--- src/rtl/clkmon_if.sv ---
//==============================================================================
// clkmon_if : control/result bundle between test logic and the clkmon monitor.
// Rev 1.0
//==============================================================================
`default_nettype none

interface clkmon_if #(
  parameter int CNT_W = 16,
  parameter int WIN_W = 16
);
  logic             i_start;
  logic [WIN_W-1:0] i_win;
  logic [CNT_W-1:0] i_lo;
  logic [CNT_W-1:0] i_hi;
  logic             o_busy;
  logic             o_done;
  logic [CNT_W-1:0] o_cnt;
  logic             o_too_slow;
  logic             o_too_fast;
  logic             o_ovf;

  modport master (
    output i_start, i_win, i_lo, i_hi,
    input  o_busy, o_done, o_cnt, o_too_slow, o_too_fast, o_ovf
  );

  modport slave (
    input  i_start, i_win, i_lo, i_hi,
    output o_busy, o_done, o_cnt, o_too_slow, o_too_fast, o_ovf
  );
endinterface

`default_nettype wire

--- src/rtl/clkmon.sv ---
//==============================================================================
// clkmon : counts rising edges of an async clock over a window of clk cycles
//          and flags too-slow/too-fast results. CLKMON_CONT_EN = continuous mode.
// Rev 1.0
//==============================================================================
`default_nettype none

module clkmon #(
  parameter int CNT_W       = 16,
  parameter int WIN_W       = 16,
  parameter int SYNC_STAGES = 2
) (
  input  wire logic clk,
  input  wire logic rst,
  input  wire logic i_clk_meas,
  clkmon_if.slave   bus
);

  typedef enum logic [1:0] {
    S_IDLE = 2'd0,
    S_ARM  = 2'd1,
    S_MEAS = 2'd2,
    S_DONE = 2'd3
  } state_t;

  state_t r_state;
  state_t w_next;

  logic [SYNC_STAGES-1:0] r_sync;
  logic                   r_prev;
  logic                   w_rise;
  logic                   w_accept;
  logic [WIN_W-1:0]       r_win_cnt;
  logic [CNT_W-1:0]       r_edge;
  logic                   r_ovf_acc;
  logic [CNT_W-1:0]       r_cnt;
  logic                   r_slow;
  logic                   r_fast;
  logic                   r_ovf;
  logic                   r_done;
`ifdef CLKMON_CONT_EN
  logic [WIN_W-1:0]       r_win_len;
`endif

  assign w_rise   = r_sync[SYNC_STAGES-1] & ~r_prev;
  assign w_accept = bus.i_start && (bus.i_win != '0);

  // prev always tracks sync_out, so the ARM cycle absorbs any pre-start level
  always_ff @(posedge clk) begin
    if (rst) begin
      r_sync <= '0;
      r_prev <= 1'b0;
    end else begin
      r_sync <= {r_sync[SYNC_STAGES-2:0], i_clk_meas};
      r_prev <= r_sync[SYNC_STAGES-1];
    end
  end

  always_ff @(posedge clk) begin
    if (rst) r_state <= S_IDLE;
    else     r_state <= w_next;
  end

  always_comb begin
    w_next = r_state;
    case (r_state)
      S_IDLE: if (w_accept) w_next = S_ARM;
      S_ARM:  w_next = S_MEAS;
      S_MEAS: if (r_win_cnt == WIN_W'(1)) w_next = S_DONE;
`ifdef CLKMON_CONT_EN
      S_DONE: w_next = bus.i_start ? S_ARM : S_IDLE;
`else
      S_DONE: w_next = S_IDLE;
`endif
      default: w_next = S_IDLE;
    endcase
  end

  always_ff @(posedge clk) begin
    if (rst) begin
      r_win_cnt <= '0;
      r_edge    <= '0;
      r_ovf_acc <= 1'b0;
      r_cnt     <= '0;
      r_slow    <= 1'b0;
      r_fast    <= 1'b0;
      r_ovf     <= 1'b0;
      r_done    <= 1'b0;
`ifdef CLKMON_CONT_EN
      r_win_len <= '0;
`endif
    end else begin
      r_done <= 1'b0;
      case (r_state)
        S_IDLE: begin
          if (w_accept) begin
            r_win_cnt <= bus.i_win;
            r_edge    <= '0;
            r_ovf_acc <= 1'b0;
`ifdef CLKMON_CONT_EN
            r_win_len <= bus.i_win;
`endif
          end
        end
        S_MEAS: begin
          r_win_cnt <= r_win_cnt - WIN_W'(1);
          if (w_rise) begin
            if (&r_edge) r_ovf_acc <= 1'b1;
            else         r_edge    <= r_edge + CNT_W'(1);
          end
        end
        S_DONE: begin
          r_cnt  <= r_edge;
          r_slow <= (r_edge < bus.i_lo);
          r_fast <= (r_edge > bus.i_hi);
          r_ovf  <= r_ovf_acc;
          r_done <= 1'b1;
`ifdef CLKMON_CONT_EN
          if (bus.i_start) begin
            r_win_cnt <= r_win_len;
            r_edge    <= '0;
            r_ovf_acc <= 1'b0;
          end
`endif
        end
        default: ;
      endcase
    end
  end

  assign bus.o_busy     = (r_state == S_ARM) || (r_state == S_MEAS);
  assign bus.o_done     = r_done;
  assign bus.o_cnt      = r_cnt;
  assign bus.o_too_slow = r_slow;
  assign bus.o_too_fast = r_fast;
  assign bus.o_ovf      = r_ovf;

endmodule

`default_nettype wire

--- src/flat_wrapper.sv ---
// flat-port wrapper written by rule: the top's interface ports become plain ports
module clkmon_flat 
#(
  parameter int CNT_W       = 16,
  parameter int WIN_W       = 16,
  parameter int SYNC_STAGES = 2
)
  (clk, rst, i_clk_meas, bus_i_start, bus_i_win, bus_i_lo, bus_i_hi, bus_o_busy, bus_o_done, bus_o_cnt, bus_o_too_slow, bus_o_too_fast, bus_o_ovf);
  clkmon_if #(.CNT_W(CNT_W), .WIN_W(WIN_W)) bus_i ();
  input  wire logic clk;
  input  wire logic rst;
  input  wire logic i_clk_meas;
  input wire logic [$bits(bus_i.i_start)-1:0] bus_i_start;
  input wire logic [$bits(bus_i.i_win)-1:0] bus_i_win;
  input wire logic [$bits(bus_i.i_lo)-1:0] bus_i_lo;
  input wire logic [$bits(bus_i.i_hi)-1:0] bus_i_hi;
  output wire logic [$bits(bus_i.o_busy)-1:0] bus_o_busy;
  output wire logic [$bits(bus_i.o_done)-1:0] bus_o_done;
  output wire logic [$bits(bus_i.o_cnt)-1:0] bus_o_cnt;
  output wire logic [$bits(bus_i.o_too_slow)-1:0] bus_o_too_slow;
  output wire logic [$bits(bus_i.o_too_fast)-1:0] bus_o_too_fast;
  output wire logic [$bits(bus_i.o_ovf)-1:0] bus_o_ovf;
  assign bus_i.i_start = bus_i_start;
  assign bus_i.i_win = bus_i_win;
  assign bus_i.i_lo = bus_i_lo;
  assign bus_i.i_hi = bus_i_hi;
  assign bus_o_busy = bus_i.o_busy;
  assign bus_o_done = bus_i.o_done;
  assign bus_o_cnt = bus_i.o_cnt;
  assign bus_o_too_slow = bus_i.o_too_slow;
  assign bus_o_too_fast = bus_i.o_too_fast;
  assign bus_o_ovf = bus_i.o_ovf;
  clkmon #(.CNT_W(CNT_W), .WIN_W(WIN_W), .SYNC_STAGES(SYNC_STAGES)) u_core (.clk(clk), .rst(rst), .i_clk_meas(i_clk_meas), .bus(bus_i));
endmodule
--- config.mk ---
export PLATFORM = sky130hd
export DESIGN_NAME = clkmon_flat
export DESIGN_NICKNAME = d
export VERILOG_FILES = /design/src/rtl/clkmon_if.sv /design/src/rtl/clkmon.sv /design/src/flat_wrapper.sv
export SDC_FILE = /design/constraint.sdc
export NUM_CORES = 1
export LEC_CHECK = 0
export CAP_MARGIN = 25
export CORE_MARGIN = 2
export CORE_UTILIZATION = 41
export DETAILED_ROUTE_END_ITERATION = 8
export GPL_TIMING_DRIVEN = 0
export PLACE_DENSITY_LB_ADDON = 0.25
export SYNTH_ARGS = -nofsm -noshare
export SYNTH_HDL_FRONTEND = slang
export SYNTH_SLANG_ARGS = --single-unit
--- constraint.sdc ---
create_clock -name clk -period 2.4 [get_ports clk]
set_input_delay 0.36 -clock clk [delete_from_list [all_inputs] [get_ports clk]]
set_output_delay 0.36 -clock clk [all_outputs]
set_load 0.01 [all_outputs]
# ---- Word level (Yosys, flattened, before mapping)
# Cells that the tools add are included.
dict set report word_totals {
  elab_cells 50
  inputBits 52
  regBits 58
}
dict set report op_classes {
  bitwise 2
  n_eq_ne 9
  n_mux 14
  n_addsub 2
  reduce_logical 10
  n_lt_le_gt_ge 2
}
# op count
set op_table {}
lappend op_table {{$mux W16} 4}
lappend op_table {{$pmux W16 S2} 2}
lappend op_table {{$add A16 B1 Y16 const B} 1}
lappend op_table {{$eq A16 B1 Y1 const B} 1}
lappend op_table {{$gt A16 B16 Y1} 1}
lappend op_table {{$lt A16 B16 Y1} 1}
lappend op_table {{$reduce_and A16 Y1} 1}
lappend op_table {{$reduce_bool A16 Y1} 1}
lappend op_table {{$sub A16 B1 Y16 const B} 1}
lappend op_table {{$ne A2 B1 Y1 const B} 4}
lappend op_table {{$pmux W2 S4} 1}
lappend op_table {{$reduce_and A4 Y1} 2}
lappend op_table {{$eq A2 B2 Y1 const B} 2}
lappend op_table {{$mux W1} 4}
lappend op_table {{$mux W2} 2}
lappend op_table {{$reduce_and A2 Y1} 2}
lappend op_table {{$eq A2 B1 Y1 const B} 1}
lappend op_table {{$logic_not A2 Y1} 1}
lappend op_table {{$ne A2 B2 Y1 const B} 1}
lappend op_table {{$pmux W1 S2} 1}
lappend op_table {{$reduce_bool A2 Y1} 1}
lappend op_table {{$and A1 B1 Y1} 1}
lappend op_table {{$logic_and A1 B1 Y1} 1}
lappend op_table {{$logic_or A1 B1 Y1} 1}
lappend op_table {{$not A1 Y1} 1}

# ---- Logic depth before layout (Yosys ltp)
# Gate-level depths: netlist of run 1.
dict set report logic_depth {
  ltp_word 4
  ltp_mapped 9
}

# ---- Least setup slack after synthesis of run 1
# OpenSTA, ideal clock, no wires.
dict set report synth_path {
  path_kind {in2reg}
  from {in bus_i_win[3]}
  to {reg u_core.r_win_cnt[11]}
  setup_ns 0.079
  t_arrival_ns 2.055
  path_slack_ns 0.266
  required_ns 2.321
  cell_stages 6
  cell_sequence {or4_4 > o41ai_4 > a21o_4 > buf_8 > o31ai_1 > a211oi_2}
}
dict set report synth_via {
  elab_chain_cells 4
}
# item line
set synth_rtl {}
lappend synth_rtl {{from (decl)} flat_wrapper.sv:14} ;# input wire logic [$bits(bus_i.i_win)-1:0] bus_i_win;
lappend synth_rtl {{$reduce_bool A16 Y1} clkmon.sv:46} ;# assign w_accept = bus.i_start && (bus.i_win != '0);
lappend synth_rtl {{$logic_and A1 B1 Y1} clkmon.sv:46}
lappend synth_rtl {{$ne A2 B1 Y1 (no line)} n/a}
lappend synth_rtl {{$reduce_and A2 Y1 (no line)} n/a}
lappend synth_rtl {{to (signal assigned)} clkmon.sv:97} ;# r_win_cnt <= bus.i_win;
lappend synth_rtl {{to (signal assigned)} clkmon.sv:106} ;# r_win_cnt <= r_win_cnt - WIN_W'(1);
lappend synth_rtl {{to (decl)} clkmon.sv:33} ;# logic [WIN_W-1:0] r_win_cnt;
# No other way between the ends.
# A chain may end at the register's enable or synchronous reset.

# ---- Worst setup path after layout of run 1
dict set report layout_path {
  from {in bus_i_win[11]}
  to {reg u_core.r_win_cnt[2]}
}
# The elaborated chain is that of the path after synthesis.

==> reports/results.txt, run 1 <==
Outcome: completed
Worst clock skew: 0.01086 ns
R2R Setup Slk: 0.14 ns
Least-Margin Pin Slew: 0.7685 ns
Initial core utilization: 0.4268
VDD IR max: 672.0 uV
Vias/cell: 5.728
Pleak: 1.951 nW
Busiest layer in global routing: met2
Final period utilization: 0.9907
CTS Sinks: 58
Synth top area share: 0.3105
Comb pwr share: 0.476
Hold WS: 0.4558 ns
Period minus WS final: 2.378 ns
Met1 Use GR: 0.2593
Setup Viol. Count Final: 0
Hold path depth: 1
Sequential share of the synthesized area: 0.3105
Post-route insts no fill: 651
Psw: 1.697 mW
Unique masters post-synth: 57
Mapped Nets: 543
Clock group share of total power: 0.205
Cell count after synthesis: 454
Initial drt markers: 199
Die Ht: 99.51 um
DRT Wirelength: 10560 um
Ranking of synthesized cells by area: dfxtp_1, ha_1, a21oi_1, mux2i_1, inv_1
RSZ-0062 raised after global routing: true
PwrDens: 807.4 nW/um2
Average wire per standard cell: 16.23 um
Sw Share: 0.4351
#FFs+latches synth: 58
ANT cells: 0
GPL Wtd Cong: 0.9226
Vias in the first global route: 3657
Worst Path Class, Setup: primary input to flip-flop
Insertion delay to the later sink of the worst-skew pair: 0.34 ns
CTS buffer count: 9
IO Count: 73
Largest net degree at the start of global routing: 11
Min-delay worst type: flip-flop to flip-flop
Root Driver: clkbuf_8
Port Buf Inserts: 72
First-pass detailed-route iteration total: 4
# hold bufs at CTS: 0
Number of flops mapped to enable cells by yosys: 0
Synthesized area: 3740 um2
Synth Flop Type: dfxtp_1
Slew HR: 0.4877
Yosys warnings: 0
Final hold vios: 0
Gr ovfl total: 0
Nets@finish: 627
Layout cells sized above 1: 0.08656
First-pass GRT wire length: 17180 um
Worst Path Required: 2.60 ns
Clock transition at path regs: 0.07 ns
Internal: 2.203 mW
Cell Rows: 34
Core area: 8763 um2
Final ANT Viol Nets: 0
Setup_tns: 0 ns
Syn Area/Cell: 8.238 um2
Initial antenna violation count: 0
Max H-tree Level: 3
Via count: 3729
Worst Reg-to-Reg Cells: 8
Met2 usage: 0.3727
Slew Limit Fails: 0
Max-cap violations: 0
Endpoint class of the critical path: flip-flop
Number of remaining DRC errors: 0
Ys async rst share: 0
Critical Path Start Type: primary input
Die X: 99.51 um
M3 GR Usage: 0.05411
CP arrival: 2.58 ns
Synth area leader: dfxtp_1
Filler cells: 838
Worst-path fanout max: 9
Overall Power: 3.901 mW
Gr usage total: 0.2166
Area delta synth->final: 29.17%
Hpwl dp: 7736 um
Worst-case clock buffer depth: 2
Die footprint: 9901 um2
Seq pwr share: 0.319
CTS tree: done
Post-placement cell count: 634
Fmax achieved: 420.6 MHz
-- layer usage --
layer  wire length (um)  part of all wire  vias to the layer above
met5                  0                 0                        -
met4                198             0.019                        0
met3                738             0.070                       13
met2               5114              0.48                      126
met1               4512              0.43                     1744
li1                   -                 -                     1846
-- cell type report --
cell class	count	area (um2)	share of cell area
Sequential cell	58	1169	0.2419
Clock buffer	11	141.4	0.02927
Buffer	20	116.4	0.02409
Inverter	44	165.2	0.03419
Multi-Input combinational cell	331	2335	0.4833
Tap cell	108	135.1	0.02797
Clock inverter	5	30.03	0.006216
Timing Repair Buffer	74	739.5	0.1531
-- cell families (layout without fill, tap and decap cells) --
group,count (synthesis),in the layout,share of synthesized area
compound gates,125,125,0.2278
fa+ha+maj,37,37,0.1238
buf+inv,65,154,0.07493
flops,58,58,0.3105
mux,22,22,0.05888
simple gates,147,147,0.2041
-- cell usage after synthesis, drive strengths merged, types with 3 or more instances --
master and count:
dfxtp 58, a21oi 46, inv 43, nor2 39, ha 37, nand2 30, mux2i 22, o21ai 17
or4 17, nand3 14, nand4 13, o31ai 12, a21o 11, buf 11, clkbuf 10, nor3 9
nor2b 7, a211oi 5, nor4 5, and3 4, a2111oi 3, a211o 3, a31oi 3, o2111ai 3
-- layout by cell type (no fill, tap or decap), types with 11 or more instances in the layout --
master / netlist / layout
nor2_1: 38 / 38
nand3_1: 14 / 14
ha_1: 37 / 36
inv_1: 43 / 43
clkdlybuf4s50_1: 0 / 72
o21ai_0: 17 / 17
nand4_1: 13 / 13
a21oi_1: 46 / 45
o31ai_1: 12 / 12
clkbuf_8: 1 / 11
nand2_1: 30 / 30
mux2i_1: 22 / 22
dfxtp_1: 58 / 52
or4_1: 15 / 14
-- state kept, by name, indices dropped and copies added, names as in the netlist --
signal and flops:
u_core.bus.o_cnt 16, u_core.r_edge 16, u_core.r_win_cnt 16, u_core.r_state 2, u_core.r_sync 2, u_core.bus.o_done 1, u_core.bus.o_ovf 1, u_core.bus.o_too_fast 1
u_core.bus.o_too_slow 1, u_core.r_ovf_acc 1, u_core.r_prev 1
-- metrics by stage --
step | setup slack, ns | util | instance area [um2]
after detailed placement | -0.5573 | 0.5244 | 4596
final | 0.02243 | 0.5513 | 4831
after global routing | -0.03585 | 0.5513 | 4831
after global placement | -0.5408 | 0.5244 | 4596
after CTS | 0.01552 | 0.5457 | 4782
after floorplan | 0.2661 | - | 3740
-- what timing repair did --
item | in CTS | in global routing
gates resized for setup | 4 | 12
setup endpoints to repair | 32 | 26
buffers inserted | 1 | 1
pin swaps | 1 | 2
-- power groups by stage --
stage               Clock (mW)  Combinational, mW  Sequential (mW)
detailed placement           0               1.79             1.26
global route             0.865               2.02             1.27
floorplan                    0               1.27             1.23
global placement             0               1.76             1.25
finish                   0.799               1.86             1.25
CTS                      0.818               1.80             1.24
-- worst max-delay path, stage by stage --
cell             delay [ns]
clkdlybuf4s50_1        0.47
or4_4                  0.59
o41ai_4                0.37
buf_6                  0.18
a21oi_1                0.23
a32oi_1                0.30
a21oi_1                0.08
-- final timing paths --
kind / from / to
hold reg to reg: u_core.r_sync[0] / u_core.r_sync[1]
setup / recovery: bus_i_win[11] / u_core.r_win_cnt[2]
hold / removal: u_core.r_sync[0] / u_core.r_sync[1]
setup reg to reg: u_core.r_edge[1] / u_core.r_edge[1]
Note: power is estimated with default switching activity, not from simulation.
==> run 2, diff against run 1 <==
--- a/config.mk
+++ b/config.mk
@@ -11,6 +11,8 @@
 export DETAILED_ROUTE_END_ITERATION = 8
 export GPL_TIMING_DRIVEN = 0
 export PLACE_DENSITY_LB_ADDON = 0.25
+export SLEW_MARGIN = 20
 export SYNTH_ARGS = -nofsm -noshare
 export SYNTH_HDL_FRONTEND = slang
 export SYNTH_SLANG_ARGS = --single-unit
+export TNS_END_PERCENT = 10
==> results of run 2 <==
Final layout, timing and power as in run 1 (identical DEF).
